$ cat src/rtl/ex_stage_mc_if.sv
// ----------------------------------------------------------------------------
// ex_stage_mc_if
// Bundles the ID/EX -> EX -> EX/MEM signals of the multi-cycle EX stage.
//   master : the pipeline around EX (drives ID/EX fields, flush and WB-stage
//            forwarding info, observes ex_ready and the EX/MEM register)
//   slave  : the EX stage itself (ex_stage_mc)
// Signals:
//   flush, id_valid, ex_ready            pipeline control / handshake
//   data_1, data_2, rs, rt, rd, imm      operands and register indices
//   ex, m_ex, wb_ex                      EX / MEM / WB control fields
//   wb_rd, wb_reg_write, wb_data         WB-stage forwarding source
//   mem_valid, res, zero, write_register,
//   write_data, m_mem, wb_mem            EX/MEM register contents
// ----------------------------------------------------------------------------
interface ex_stage_mc_if #(
    parameter int XLEN   = 32,
    parameter int REG_AW = 5
);
    logic                flush;
    logic                id_valid;
    logic                ex_ready;
    logic [XLEN-1:0]     data_1;
    logic [XLEN-1:0]     data_2;
    logic [REG_AW-1:0]   rs;
    logic [REG_AW-1:0]   rt;
    logic [REG_AW-1:0]   rd;
    logic [XLEN-1:0]     imm;
    logic [3:0]          ex;
    logic [2:0]          m_ex;
    logic [1:0]          wb_ex;
    logic [REG_AW-1:0]   wb_rd;
    logic                wb_reg_write;
    logic [XLEN-1:0]     wb_data;
    logic                mem_valid;
    logic [XLEN-1:0]     res;
    logic                zero;
    logic [REG_AW-1:0]   write_register;
    logic [XLEN-1:0]     write_data;
    logic [2:0]          m_mem;
    logic [1:0]          wb_mem;

    modport master (
        output flush, id_valid, data_1, data_2, rs, rt, rd, imm,
               ex, m_ex, wb_ex, wb_rd, wb_reg_write, wb_data,
        input  ex_ready, mem_valid, res, zero, write_register,
               write_data, m_mem, wb_mem
    );

    modport slave (
        input  flush, id_valid, data_1, data_2, rs, rt, rd, imm,
               ex, m_ex, wb_ex, wb_rd, wb_reg_write, wb_data,
        output ex_ready, mem_valid, res, zero, write_register,
               write_data, m_mem, wb_mem
    );
endinterface

$ cat src/rtl/ex_stage_mc.sv
// ----------------------------------------------------------------------------
// ex_stage_mc
// Multi-cycle EX stage of a 5-stage MIPS pipeline. Single-cycle ALU ops
// retire into the EX/MEM register one cycle after acceptance; MUL and DIV run
// on a shared iterative unit (one shift-add / restoring-subtract step per
// cycle, XLEN steps) and hold ex_ready low while busy. Operands are forwarded
// from the EX/MEM register (highest priority) or the WB stage.
// Ports:
//   clk  clock
//   rst  asynchronous reset, active high
//   bus  ex_stage_mc_if.slave (handshake, operands, controls, EX/MEM outputs)
// ----------------------------------------------------------------------------
module ex_stage_mc #(
    parameter int XLEN   = 32,
    parameter int REG_AW = 5
) (
    input  logic           clk,
    input  logic           rst,
    ex_stage_mc_if.slave   bus
);

    localparam int SHW   = $clog2(XLEN);
    localparam int CNT_W = $clog2(XLEN);

    // XLEN is a power of two, so the final step index XLEN-1 is all ones.
    localparam logic [CNT_W-1:0] LAST_CNT = {CNT_W{1'b1}};
    localparam logic [CNT_W-1:0] CNT_ONE  = {{(CNT_W-1){1'b0}}, 1'b1};

    localparam logic [5:0] F_SRA = 6'd3;
    localparam logic [5:0] F_ADD = 6'd32;
    localparam logic [5:0] F_SUB = 6'd34;
    localparam logic [5:0] F_AND = 6'd36;
    localparam logic [5:0] F_OR  = 6'd37;
    localparam logic [5:0] F_XOR = 6'd38;
    localparam logic [5:0] F_NOR = 6'd39;
    localparam logic [5:0] F_SLT = 6'd42;
    localparam logic [5:0] F_MUL = 6'h18;
    localparam logic [5:0] F_DIV = 6'h1A;

    typedef enum logic [1:0] {
        IDLE     = 2'd0,
        MUL_BUSY = 2'd1,
        DIV_BUSY = 2'd2
    } state_t;

    // FSM and iterative-unit state
    state_t              state_r;
    logic [CNT_W-1:0]    cnt_r;
    logic [XLEN-1:0]     op_a_r;      // MUL: shifting multiplicand / DIV: dividend->quotient
    logic [XLEN-1:0]     op_b_r;      // MUL: shifting multiplier   / DIV: divisor
    logic [XLEN-1:0]     acc_r;       // MUL: partial product       / DIV: remainder
    logic [REG_AW-1:0]   wreg_lat_r;
    logic [XLEN-1:0]     wdata_lat_r;
    logic [2:0]          m_lat_r;
    logic [1:0]          wb_lat_r;

    // EX/MEM register
    logic                mem_valid_r;
    logic [XLEN-1:0]     res_r;
    logic                zero_r;
    logic [REG_AW-1:0]   wreg_r;
    logic [XLEN-1:0]     wdata_r;
    logic [2:0]          m_mem_r;
    logic [1:0]          wb_mem_r;

    // Combinational signals
    logic [XLEN-1:0]     fwd_rs_s;
    logic [XLEN-1:0]     fwd_rt_s;
    logic [XLEN-1:0]     op_1_s;
    logic [XLEN-1:0]     op_2_s;
    logic [SHW-1:0]      shamt_s;
    logic [1:0]          alu_op_s;
    logic [5:0]          funct_s;
    logic [XLEN-1:0]     alu_res_s;
    logic                is_mul_s;
    logic                is_div_s;
    logic                accept_s;
    logic                last_s;
    logic [REG_AW-1:0]   wsel_s;
    logic [XLEN-1:0]     mul_acc_nxt_s;
    logic [XLEN:0]       div_rem_sh_s;
    logic                div_ge_s;
    logic [XLEN-1:0]     div_rem_nxt_s;
    logic [XLEN-1:0]     div_quo_nxt_s;
    logic                retire_s;
    logic [XLEN-1:0]     ret_res_s;
    logic [REG_AW-1:0]   ret_wreg_s;
    logic [XLEN-1:0]     ret_wdata_s;
    logic [2:0]          ret_m_s;
    logic [1:0]          ret_wb_s;

    // Forwarding source pick: EX/MEM result beats WB data; register 0 never forwards.
    function automatic logic [XLEN-1:0] fwd_pick(
        input logic [REG_AW-1:0] src,
        input logic [XLEN-1:0]   rf_val,
        input logic              mem_en,
        input logic [REG_AW-1:0] mem_rd,
        input logic [XLEN-1:0]   mem_val,
        input logic              wb_en,
        input logic [REG_AW-1:0] wb_rd,
        input logic [XLEN-1:0]   wb_val
    );
        if (mem_en && (mem_rd != {REG_AW{1'b0}}) && (mem_rd == src)) begin
            return mem_val;
        end else if (wb_en && (wb_rd != {REG_AW{1'b0}}) && (wb_rd == src)) begin
            return wb_val;
        end else begin
            return rf_val;
        end
    endfunction

    assign alu_op_s = bus.ex[2:1];
    assign funct_s  = bus.imm[5:0];
    assign accept_s = bus.id_valid & (state_r == IDLE) & ~bus.flush;
    assign last_s   = (cnt_r == LAST_CNT);
    assign wsel_s   = bus.ex[3] ? bus.rd : bus.rt;

    // Operand forwarding and ALUSrc selection.
    always_comb begin
        fwd_rs_s = fwd_pick(bus.rs, bus.data_1, mem_valid_r & wb_mem_r[0], wreg_r, res_r,
                            bus.wb_reg_write, bus.wb_rd, bus.wb_data);
        fwd_rt_s = fwd_pick(bus.rt, bus.data_2, mem_valid_r & wb_mem_r[0], wreg_r, res_r,
                            bus.wb_reg_write, bus.wb_rd, bus.wb_data);
        op_1_s   = fwd_rs_s;
        if (bus.ex[0]) begin
            op_2_s = bus.imm;
        end else begin
            op_2_s = fwd_rt_s;
        end
        shamt_s  = op_1_s[SHW-1:0];
    end

    // Single-cycle ALU and MUL/DIV detection.
    always_comb begin
        alu_res_s = {XLEN{1'b0}};
        is_mul_s  = 1'b0;
        is_div_s  = 1'b0;
        case (alu_op_s)
            2'd0: alu_res_s = op_1_s + op_2_s;
            2'd1: alu_res_s = op_1_s - op_2_s;
            2'd2: begin
                case (funct_s)
                    F_SRA: alu_res_s = $signed(op_2_s) >>> shamt_s;
                    F_ADD: alu_res_s = op_1_s + op_2_s;
                    F_SUB: alu_res_s = op_1_s - op_2_s;
                    F_AND: alu_res_s = op_1_s & op_2_s;
                    F_OR:  alu_res_s = op_1_s | op_2_s;
                    F_XOR: alu_res_s = op_1_s ^ op_2_s;
                    F_NOR: alu_res_s = ~(op_1_s | op_2_s);
                    F_SLT: alu_res_s = {{(XLEN-1){1'b0}}, ($signed(op_1_s) < $signed(op_2_s))};
                    F_MUL: is_mul_s  = 1'b1;
                    F_DIV: is_div_s  = 1'b1;
                    default: alu_res_s = {XLEN{1'b0}};
                endcase
            end
            default: alu_res_s = {XLEN{1'b0}};
        endcase
    end

    // One iteration of shift-add multiply and restoring divide.
    always_comb begin
        if (op_b_r[0]) begin
            mul_acc_nxt_s = acc_r + op_a_r;
        end else begin
            mul_acc_nxt_s = acc_r;
        end
        div_rem_sh_s = {acc_r, op_a_r[XLEN-1]};
        div_ge_s     = (div_rem_sh_s >= {1'b0, op_b_r});
        // The remainder stays below the divisor, so the difference fits in XLEN bits.
        if (div_ge_s) begin
            div_rem_nxt_s = div_rem_sh_s[XLEN-1:0] - op_b_r;
        end else begin
            div_rem_nxt_s = div_rem_sh_s[XLEN-1:0];
        end
        div_quo_nxt_s = {op_a_r[XLEN-2:0], div_ge_s};
    end

    // Selects what (if anything) retires into EX/MEM this cycle.
    always_comb begin
        retire_s    = 1'b0;
        ret_res_s   = {XLEN{1'b0}};
        ret_wreg_s  = {REG_AW{1'b0}};
        ret_wdata_s = {XLEN{1'b0}};
        ret_m_s     = 3'd0;
        ret_wb_s    = 2'd0;
        if (bus.flush) begin
            retire_s = 1'b0;
        end else if (accept_s && !(is_mul_s || is_div_s)) begin
            retire_s    = 1'b1;
            ret_res_s   = alu_res_s;
            ret_wreg_s  = wsel_s;
            ret_wdata_s = fwd_rt_s;
            ret_m_s     = bus.m_ex;
            ret_wb_s    = bus.wb_ex;
        end else if ((state_r == MUL_BUSY) && last_s) begin
            retire_s    = 1'b1;
            ret_res_s   = mul_acc_nxt_s;
            ret_wreg_s  = wreg_lat_r;
            ret_wdata_s = wdata_lat_r;
            ret_m_s     = m_lat_r;
            ret_wb_s    = wb_lat_r;
        end else if ((state_r == DIV_BUSY) && last_s) begin
            retire_s    = 1'b1;
            ret_res_s   = div_quo_nxt_s;
            ret_wreg_s  = wreg_lat_r;
            ret_wdata_s = wdata_lat_r;
            ret_m_s     = m_lat_r;
            ret_wb_s    = wb_lat_r;
        end else begin
            retire_s = 1'b0;
        end
    end

    // Control FSM and iterative MUL/DIV datapath; flush aborts any operation.
    always_ff @(posedge clk or posedge rst) begin
        if (rst) begin
            state_r     <= IDLE;
            cnt_r       <= {CNT_W{1'b0}};
            op_a_r      <= {XLEN{1'b0}};
            op_b_r      <= {XLEN{1'b0}};
            acc_r       <= {XLEN{1'b0}};
            wreg_lat_r  <= {REG_AW{1'b0}};
            wdata_lat_r <= {XLEN{1'b0}};
            m_lat_r     <= 3'd0;
            wb_lat_r    <= 2'd0;
        end else if (bus.flush) begin
            state_r <= IDLE;
            cnt_r   <= {CNT_W{1'b0}};
        end else begin
            case (state_r)
                IDLE: begin
                    if (accept_s && (is_mul_s || is_div_s)) begin
                        state_r     <= is_mul_s ? MUL_BUSY : DIV_BUSY;
                        cnt_r       <= {CNT_W{1'b0}};
                        op_a_r      <= op_1_s;
                        op_b_r      <= op_2_s;
                        acc_r       <= {XLEN{1'b0}};
                        wreg_lat_r  <= wsel_s;
                        wdata_lat_r <= fwd_rt_s;
                        m_lat_r     <= bus.m_ex;
                        wb_lat_r    <= bus.wb_ex;
                    end else begin
                        state_r <= IDLE;
                    end
                end
                MUL_BUSY: begin
                    if (last_s) begin
                        state_r <= IDLE;
                        cnt_r   <= {CNT_W{1'b0}};
                    end else begin
                        acc_r  <= mul_acc_nxt_s;
                        op_a_r <= op_a_r << 1;
                        op_b_r <= op_b_r >> 1;
                        cnt_r  <= cnt_r + CNT_ONE;
                    end
                end
                DIV_BUSY: begin
                    if (last_s) begin
                        state_r <= IDLE;
                        cnt_r   <= {CNT_W{1'b0}};
                    end else begin
                        acc_r  <= div_rem_nxt_s;
                        op_a_r <= div_quo_nxt_s;
                        cnt_r  <= cnt_r + CNT_ONE;
                    end
                end
                default: begin
                    state_r <= IDLE;
                    cnt_r   <= {CNT_W{1'b0}};
                end
            endcase
        end
    end

    // EX/MEM pipeline register: loads a retiring result or a bubble.
    always_ff @(posedge clk or posedge rst) begin
        if (rst) begin
            mem_valid_r <= 1'b0;
            res_r       <= {XLEN{1'b0}};
            zero_r      <= 1'b0;
            wreg_r      <= {REG_AW{1'b0}};
            wdata_r     <= {XLEN{1'b0}};
            m_mem_r     <= 3'd0;
            wb_mem_r    <= 2'd0;
        end else if (retire_s) begin
            mem_valid_r <= 1'b1;
            res_r       <= ret_res_s;
            zero_r      <= (ret_res_s == {XLEN{1'b0}});
            wreg_r      <= ret_wreg_s;
            wdata_r     <= ret_wdata_s;
            m_mem_r     <= ret_m_s;
            wb_mem_r    <= ret_wb_s;
        end else begin
            mem_valid_r <= 1'b0;
            res_r       <= {XLEN{1'b0}};
            zero_r      <= 1'b0;
            wreg_r      <= {REG_AW{1'b0}};
            wdata_r     <= {XLEN{1'b0}};
            m_mem_r     <= 3'd0;
            wb_mem_r    <= 2'd0;
        end
    end

    assign bus.ex_ready       = (state_r == IDLE);
    assign bus.mem_valid      = mem_valid_r;
    assign bus.res            = res_r;
    assign bus.zero           = zero_r;
    assign bus.write_register = wreg_r;
    assign bus.write_data     = wdata_r;
    assign bus.m_mem          = m_mem_r;
    assign bus.wb_mem         = wb_mem_r;

endmodule

$ cat src/flat_wrapper.sv
// flat-port wrapper written by rule: the top's interface ports become plain ports
module ex_stage_mc_flat 
#(
    parameter int XLEN   = 32,
    parameter int REG_AW = 5
)
  (clk, rst, bus_flush, bus_id_valid, bus_data_1, bus_data_2, bus_rs, bus_rt, bus_rd, bus_imm, bus_ex, bus_m_ex, bus_wb_ex, bus_wb_rd, bus_wb_reg_write, bus_wb_data, bus_ex_ready, bus_mem_valid, bus_res, bus_zero, bus_write_register, bus_write_data, bus_m_mem, bus_wb_mem);
  ex_stage_mc_if #(.XLEN(XLEN), .REG_AW(REG_AW)) bus_i ();
  input  logic clk;
  input  logic rst;
  input wire logic [$bits(bus_i.flush)-1:0] bus_flush;
  input wire logic [$bits(bus_i.id_valid)-1:0] bus_id_valid;
  input wire logic [$bits(bus_i.data_1)-1:0] bus_data_1;
  input wire logic [$bits(bus_i.data_2)-1:0] bus_data_2;
  input wire logic [$bits(bus_i.rs)-1:0] bus_rs;
  input wire logic [$bits(bus_i.rt)-1:0] bus_rt;
  input wire logic [$bits(bus_i.rd)-1:0] bus_rd;
  input wire logic [$bits(bus_i.imm)-1:0] bus_imm;
  input wire logic [$bits(bus_i.ex)-1:0] bus_ex;
  input wire logic [$bits(bus_i.m_ex)-1:0] bus_m_ex;
  input wire logic [$bits(bus_i.wb_ex)-1:0] bus_wb_ex;
  input wire logic [$bits(bus_i.wb_rd)-1:0] bus_wb_rd;
  input wire logic [$bits(bus_i.wb_reg_write)-1:0] bus_wb_reg_write;
  input wire logic [$bits(bus_i.wb_data)-1:0] bus_wb_data;
  output wire logic [$bits(bus_i.ex_ready)-1:0] bus_ex_ready;
  output wire logic [$bits(bus_i.mem_valid)-1:0] bus_mem_valid;
  output wire logic [$bits(bus_i.res)-1:0] bus_res;
  output wire logic [$bits(bus_i.zero)-1:0] bus_zero;
  output wire logic [$bits(bus_i.write_register)-1:0] bus_write_register;
  output wire logic [$bits(bus_i.write_data)-1:0] bus_write_data;
  output wire logic [$bits(bus_i.m_mem)-1:0] bus_m_mem;
  output wire logic [$bits(bus_i.wb_mem)-1:0] bus_wb_mem;
  assign bus_i.flush = bus_flush;
  assign bus_i.id_valid = bus_id_valid;
  assign bus_i.data_1 = bus_data_1;
  assign bus_i.data_2 = bus_data_2;
  assign bus_i.rs = bus_rs;
  assign bus_i.rt = bus_rt;
  assign bus_i.rd = bus_rd;
  assign bus_i.imm = bus_imm;
  assign bus_i.ex = bus_ex;
  assign bus_i.m_ex = bus_m_ex;
  assign bus_i.wb_ex = bus_wb_ex;
  assign bus_i.wb_rd = bus_wb_rd;
  assign bus_i.wb_reg_write = bus_wb_reg_write;
  assign bus_i.wb_data = bus_wb_data;
  assign bus_ex_ready = bus_i.ex_ready;
  assign bus_mem_valid = bus_i.mem_valid;
  assign bus_res = bus_i.res;
  assign bus_zero = bus_i.zero;
  assign bus_write_register = bus_i.write_register;
  assign bus_write_data = bus_i.write_data;
  assign bus_m_mem = bus_i.m_mem;
  assign bus_wb_mem = bus_i.wb_mem;
  ex_stage_mc #(.XLEN(XLEN), .REG_AW(REG_AW)) u_core (.clk(clk), .rst(rst), .bus(bus_i));
endmodule
$ cat config.mk
export PLATFORM = sky130hd
export DESIGN_NAME = ex_stage_mc_flat
export DESIGN_NICKNAME = d
export VERILOG_FILES = /design/src/rtl/ex_stage_mc_if.sv /design/src/rtl/ex_stage_mc.sv /design/src/flat_wrapper.sv
export SDC_FILE = /design/constraint.sdc
export NUM_CORES = 1
export LEC_CHECK = 0
export ABC_AREA = 1
export BUFFER_PORTS_ARGS = -buffer_cell sky130_fd_sc_hd__buf_2
export CAP_MARGIN = 20
export CORE_ASPECT_RATIO = 0.75
export CORE_MARGIN = 8
export CORE_UTILIZATION = 35
export DETAILED_ROUTE_END_ITERATION = 10
export MAX_ROUTING_LAYER = met4
export RECOVER_POWER = 100
export SYNTH_ARGS = -nofsm -noshare
export SYNTH_HDL_FRONTEND = slang
export SYNTH_SLANG_ARGS = --single-unit
$ cat constraint.sdc
create_clock -name clk -period 9.95 [get_ports clk]
set_clock_uncertainty 0.1 [all_clocks]
set_input_delay 1.4925 -clock clk [delete_from_list [all_inputs] [get_ports clk]]
set_output_delay 1.4925 -clock clk [all_outputs]
set_load 0.005 [all_outputs]
; Word level (Yosys, flattened, before mapping)
; Index checks and enable logic that the tools add are counted.
[classes]
n_eq_ne = 24
multipliers = 0
add_sub_neg = 5
n_bitwise = 8
div = 0
mux = 65
n_reduce_logical = 23
shift = 1
order_cmp = 2
[op_table]
columns = cell, count
row1 = two-way mux 32 bit, 25
row2 = case mux 32 bit (3 select lines), 3
row3 = case mux 32 bit (8 select lines), 1
row4 = adder 32 bit, 2
row5 = case mux 32 bit (2 select lines), 1
row6 = subtractor 32 bit, 2
row7 = two-way mux 5 bit, 9
row8 = "== test 6 bit, second input constant", 7
row9 = greater-or-equal comparator 33 x 32 -> 1 bit, 1
row10 = bitwise AND 32 bit, 1
row11 = zero test 32 bit, 1
row12 = < comparator 32 bit, 1
row13 = NOT 32 bit, 1
row14 = bitwise OR 32 bit, 1
row15 = >>> shifter 32 x 5 -> 32 bit, 1
row16 = bitwise XOR 32 bit, 1
row17 = == test 5 bit, 4
row18 = two-way mux 2 bit, 9
row19 = two-way mux 3 bit, 5
row20 = "== test 6 x 5 -> 1 bit, second input constant", 2
row21 = logical AND 1 bit, 10
row22 = two-way mux 1 bit, 10
row23 = case mux 5 bit (2 select lines), 1
row24 = nonzero test 5 bit, 2
row25 = other kinds (21), 27
[word_totals]
regBits = 221
n_memories = 0
ram_bits = 0
wordCells = 144
out_inout_bits = 77
latch_bits = 0
mem_bits_ro = 0

; Longest topological paths before layout
[depth]
ltp_word = 14
ltp_mapped = 37
depth_no_buf = 37

; Worst setup path after synthesis
; Ideal clock, no wire load.
[synth_path]
path_type = input port to flip-flop
startpoint = in bus_rt[4]
endpoint = reg u_core.zero_r, in the netlist u_core.bus.zero
t_arrival_ps = 5075
path_slack_ps = 4704
required_ps = 9779
setup_time_ps = 71
path_buffers = 2
path_stages = 33
path_cell_list = or2_0 a21oi_2 nand3b_2 buf_6 buf_6 nor2_1 a31oi_1 inv_1 nand2_1 nand2_1 inv_1 ha_1 fa_1 nand2_1 a21oi_1 a21oi_1 inv_1 a31oi_1 o21ai_0 nand2_1 nand2_1 xor2_1 nand2_1 nand3_1 o21ai_1 nand3_1 nand2_1 nand2_1 nor2_1 nand2_1 nor2_1 nand2_1 nor2_1
[synth_via]
elab_chain_len = 13
[synth_lines]
columns = element, line_no
row1 = "start, declared", flat_wrapper.sv:16  ; input wire logic [$bits(bus_i.rt)-1:0] bus_rt;
row2 = == test 5 bit, ex_stage_mc.sv:105  ; end else if (wb_en && (wb_rd != {REG_AW{1'b0}}) && (wb_rd == src)) begin
row3 = logical AND 1 bit, ex_stage_mc.sv:105
row4 = two-way mux 32 bit, ex_stage_mc.sv:105
row5 = two-way mux 32 bit *, ex_stage_mc.sv:103  ; if (mem_en && (mem_rd != {REG_AW{1'b0}}) && (mem_rd == src)) begin
row6 = two-way mux 32 bit *, ex_stage_mc.sv:125  ; if (bus.ex[0]) begin
row7 = branches (longest 3 deep; another with subtractor 32 bit), --
row8 = case mux 32 bit (3 select lines) *, ex_stage_mc.sv:138  ; case (alu_op_s)
row9 = two-way mux 32 bit *, ex_stage_mc.sv:188  ; end else if (accept_s && !(is_mul_s || is_div_s)) begin
row10 = two-way mux 32 bit *, ex_stage_mc.sv:186  ; if (bus.flush) begin
row11 = zero test 32 bit *, ex_stage_mc.sv:288  ; zero_r <= (ret_res_s == {XLEN{1'b0}});
row12 = two-way mux 1 bit *, ex_stage_mc.sv:285  ; end else if (retire_s) begin
row13 = "end signal, assigned", ex_stage_mc.sv:288
row14 = "end, declared", ex_stage_mc.sv:60  ; logic zero_r;
; Every way passes the cells marked *.
; A chain may end at the register's enable or synchronous reset.

; Worst setup path in the final report
[layout_path]
startpoint = in bus_rt[1]
endpoint = reg u_core.zero_r, in the netlist u_core.bus.zero
; Same word-level chain as after synthesis.

==> flow_summary_export.csv <==
group,metric,value,unit
status,status,"finished, violations left",
status,failed_checks,"capacitance limit, slew limit",
pwr,power.density,128.3,nW/um2
floorplan,core,69890,um2
sta,tns,0,ns
placement,dp_hpwl,94.76,mm
synth,synth.top_cell.area_share,22.41,%
sta,rsz0062_at_grt,"no",
critical_path,reg2reg_from,"u_core.bus.write_register[2]",
critical_path,cpMaxStageDelayCell,"nand3_1",
global_route,grt_max_degree,97,
critical_path,worst-setup-path-type,"in -> reg",
cts,tritoncts,"built",
critical_path,critical_path_arrival,8.88,ns
critical_path,cp_max_fo,36,
synth,netlist_area,24670,um2
cts,clk_pin_slew,0.06,ns
cells_and_area,fin_cells,4969,
pwr,power.share.clock,30.8,%
placement,place_inst,4919,
min_path,hold_path_depth,2,
pwr,p_leak,14.18,nW
routing,firstDrtPassIters,6,
critical_path,cp_common_cell,"nand2_1",
min_path,min_from,"u_core.wb_lat_r[0]",
cells_and_area,nets,4347,
global_route,grt_pass1_vias,25692,
cts,cts.hold.buffers_added,0,
min_path,hold_path.class,"reg -> reg",
critical_path,critPathLaunchType,"input pin",
critical_path,critPathCaptureType,"flop",
synth,synth_cells,3890,
global_route,antenna_found_initial,5,
sta,maxSlewHeadroom,-213.4,%
synth,synth_ff_type,"dfrtp_1",
global_route,grt-ovfl-total,0,
synth,ys_warn_count,0,
pwr,combPwrFrac,40.8,%
routing,vias_per_cell,5.704,
sta,tightest_slew,4.675,ns
job,cap_violations,12,
routing,avgRoutedWirePerCell,23.66,um
critical_path,reg2reg_depth,29,
synth,synth_fp_nets,4235,
routing,vias,28345,
placement,globalplace.congestion,1.096,
pwr,sw_frac_of_total,42.65,%
pwr,p_int,0.002009,W
synth,ys_seq_area_share,22.41,%
routing,routed_wl,117.6,mm
global_route,grt_pass1_wl,170.3,mm
cts,htree_levels,1,
sta,hold_viol,0,
sta,min_period,8.476,ns
pwr,ir_drop,0.1207,mV
cts,post_cts_resize_count,0,
cells_and_area,nFillCells,7781,
floorplan,fp.dieH,245.9,um
cells_and_area,multi_input_area,16140,um2
min_path,worstHoldEndpoint,"u_core.wb_lat_r[0]",
critical_path,rrSetupSlack,2.88,ns
floorplan,ioPinCount,239,
sta,period_share,85.19,%
pwr,pwr-share-seq,28.4,%
floorplan,dieArea,79330,um2
synth,synth_cell_types,60,
cts,clockRootBuffer,"clkbuf_16",
cells_and_area,syn_to_final_growth,10.68,%
floorplan,die_w,322.6,um
synth,avgSynthCellArea,6.343,um2
floorplan,start_util,35.30,%
pwr,switchingPower,0.001494,W
cts,cts.path.max_buffers,3,
critical_path,worstPathRequired,10.36,ns
floorplan,num_rows,84,
routing,drc,0,
critical_path,r2r_end,"u_core.bus.zero",
synth,synth-async-reset-ratio,100.0,%
cells_and_area,regArea,5530,um2
synth,synthTopCellsByArea,"dfrtp_1 (22%), nand2_1 (13%), ha_1 (9.1%), nand3_1 (8.5%), inv_1 (8.4%)",
synth,synth_edf_count,0,
routing,drt_iter0_drc,3792,
synth,ys_ff_latch,221,
placement,portBuffers,238,
critical_path,worst-path-buf-inv,5,
cells_and_area,layout_commonest_cell,"nand2_1",
cells_and_area,layout_common_cells,"nand2_1 (880), inv_1 (553), nand3_1 (419), o21ai_0 (289), a21oi_1 (256)",
sta,finalSetupViolCount,0,
critical_path,max_stage_delay,1.11,ns
cts,cts_buffers,27,
synth,synth_area_leader_cell,"dfrtp_1",
cts,clock_latency,0.59,ns
sta,slew_violations,591,
global_route,grt.total_usage,28.91,%
critical_path,critical-path-top-delay-family,"compound AO/OA/AOI/OAI gates",
cts,cts_setup_buffers,0,
cells_and_area,drive_gt1_share,8.854,%
sta,fmax,0.1180,GHz
cts,cts_sinks,221,
routing,ant_nets,0,
registers in the layout, indices dropped and copies added, names as in the netlist:
register / flops
u_core.acc_r: 32
u_core.bus.res: 32
u_core.bus.write_data: 32
u_core.op_a_r: 32
u_core.op_b_r: 32
u_core.wdata_lat_r: 32
u_core.bus.write_register: 5
u_core.cnt_r: 5
u_core.wreg_lat_r: 5
u_core.bus.m_mem: 3
u_core.m_lat_r: 3
u_core.bus.wb_mem: 2
u_core.state_r: 2
u_core.wb_lat_r: 2
u_core.bus.mem_valid: 1
u_core.bus.zero: 1
routing by layer:
layer	track usage (%)	share of wire, %
met4	6.119	2.4
met3	6.190	10
met5	-	0
met2	39.60	41
met1	42.85	46
tightest hold or removal path, stage by stage, from the launching register on:
cell and delay [ns]:
dfrtp_1 0.35, nand2_1 0.05, nand2_1 0.04
power by group through the flow:
stage / sequential [W] / clock (W) / combinational (W)
after global placement: 0.00101 / 0 / 0.00139
after CTS: 0.000994 / 0.00109 / 0.00139
after global routing: 0.00100 / 0.00113 / 0.00156
after detailed placement: 0.00101 / 0 / 0.00138
final: 0.000996 / 0.00108 / 0.00143
after floorplan: 0.000997 / 0 / 0.000941
synthesized netlist by cell type (all sizes together), types with 4 or more instances:
| cell | count |
|---|---|
| a211oi | 10 |
| a21boi | 13 |
| a21o | 10 |
| a21oi | 257 |
| a221oi | 23 |
| a22oi | 25 |
| a2bb2oi | 24 |
| a31oi | 45 |
| a32oi | 18 |
| buf | 83 |
| clkbuf | 115 |
| dfrtp | 221 |
| ha | 180 |
| inv | 568 |
| nand2 | 894 |
| nand3 | 446 |
| nand3b | 8 |
| nand4 | 54 |
| nor2 | 233 |
| nor3 | 23 |
| nor4 | 7 |
| o2111ai | 6 |
| o211ai | 80 |
| o21a | 11 |
| o21ai | 313 |
| o21bai | 9 |
| o221ai | 7 |
| o22ai | 48 |
| o31ai | 4 |
| or2 | 40 |
| xnor2 | 36 |
| xor2 | 55 |
area by class of cell:
class	instances	area share, %
antenna	2	0.01833
clock buffer	35	2.694
clock inverter	13	0.6598
inverter	570	7.840
multi-input combinational	2901	59.11
sequential	221	20.25
tap	946	4.335
timing repair buffer	281	5.090
worst max path at each step:
stage | start | to | slack (ns) | cells after the start
global route | bus_rt[1] | u_core.bus.zero | 1.02 | 29
finish | bus_rt[1] | u_core.bus.zero | 1.47 | 29
global placement | bus_rt[1] | u_core.bus.zero | 2.08 | 33
detailed placement | bus_rt[1] | u_core.bus.zero | 2.13 | 33
floorplan | rst | u_core.acc_r[0] | 2.31 | 1
CTS | bus_rt[1] | u_core.bus.zero | 2.71 | 33
cell families after synthesis:
family	count (synthesis)	synth area share, %
xor gates and xnor gates	91	3.230
AOI/OAI and AO/OA	913	22.13
and+or+nand+nor	1711	30.40
adders and majority gates	183	9.372
DFF	221	22.41
muxes	3	0.1217
buffers and inverters	768	12.33
through the flow:
| step | utilization, % | power, W | hold WS [ns] | setup WS, ns | cell area, um2 |
|---|---|---|---|---|---|
| 2_1_floorplan | - | 0.001938 | 0.3427 | 2.308 | 24670 |
| 3_3_place_gp | 37.96 | 0.002398 | 0.3595 | 2.080 | 26530 |
| 3_5_place_dp | 37.96 | 0.002387 | 0.3629 | 2.127 | 26530 |
| 4_1_cts | 39.27 | 0.003474 | 0.3806 | 2.711 | 27450 |
| 5_1_grt | 39.07 | 0.003687 | 0.3871 | 1.019 | 27310 |
| 6_report | 39.07 | 0.003503 | 0.3786 | 1.474 | 27310 |
Power figures use the tool's default switching activity.
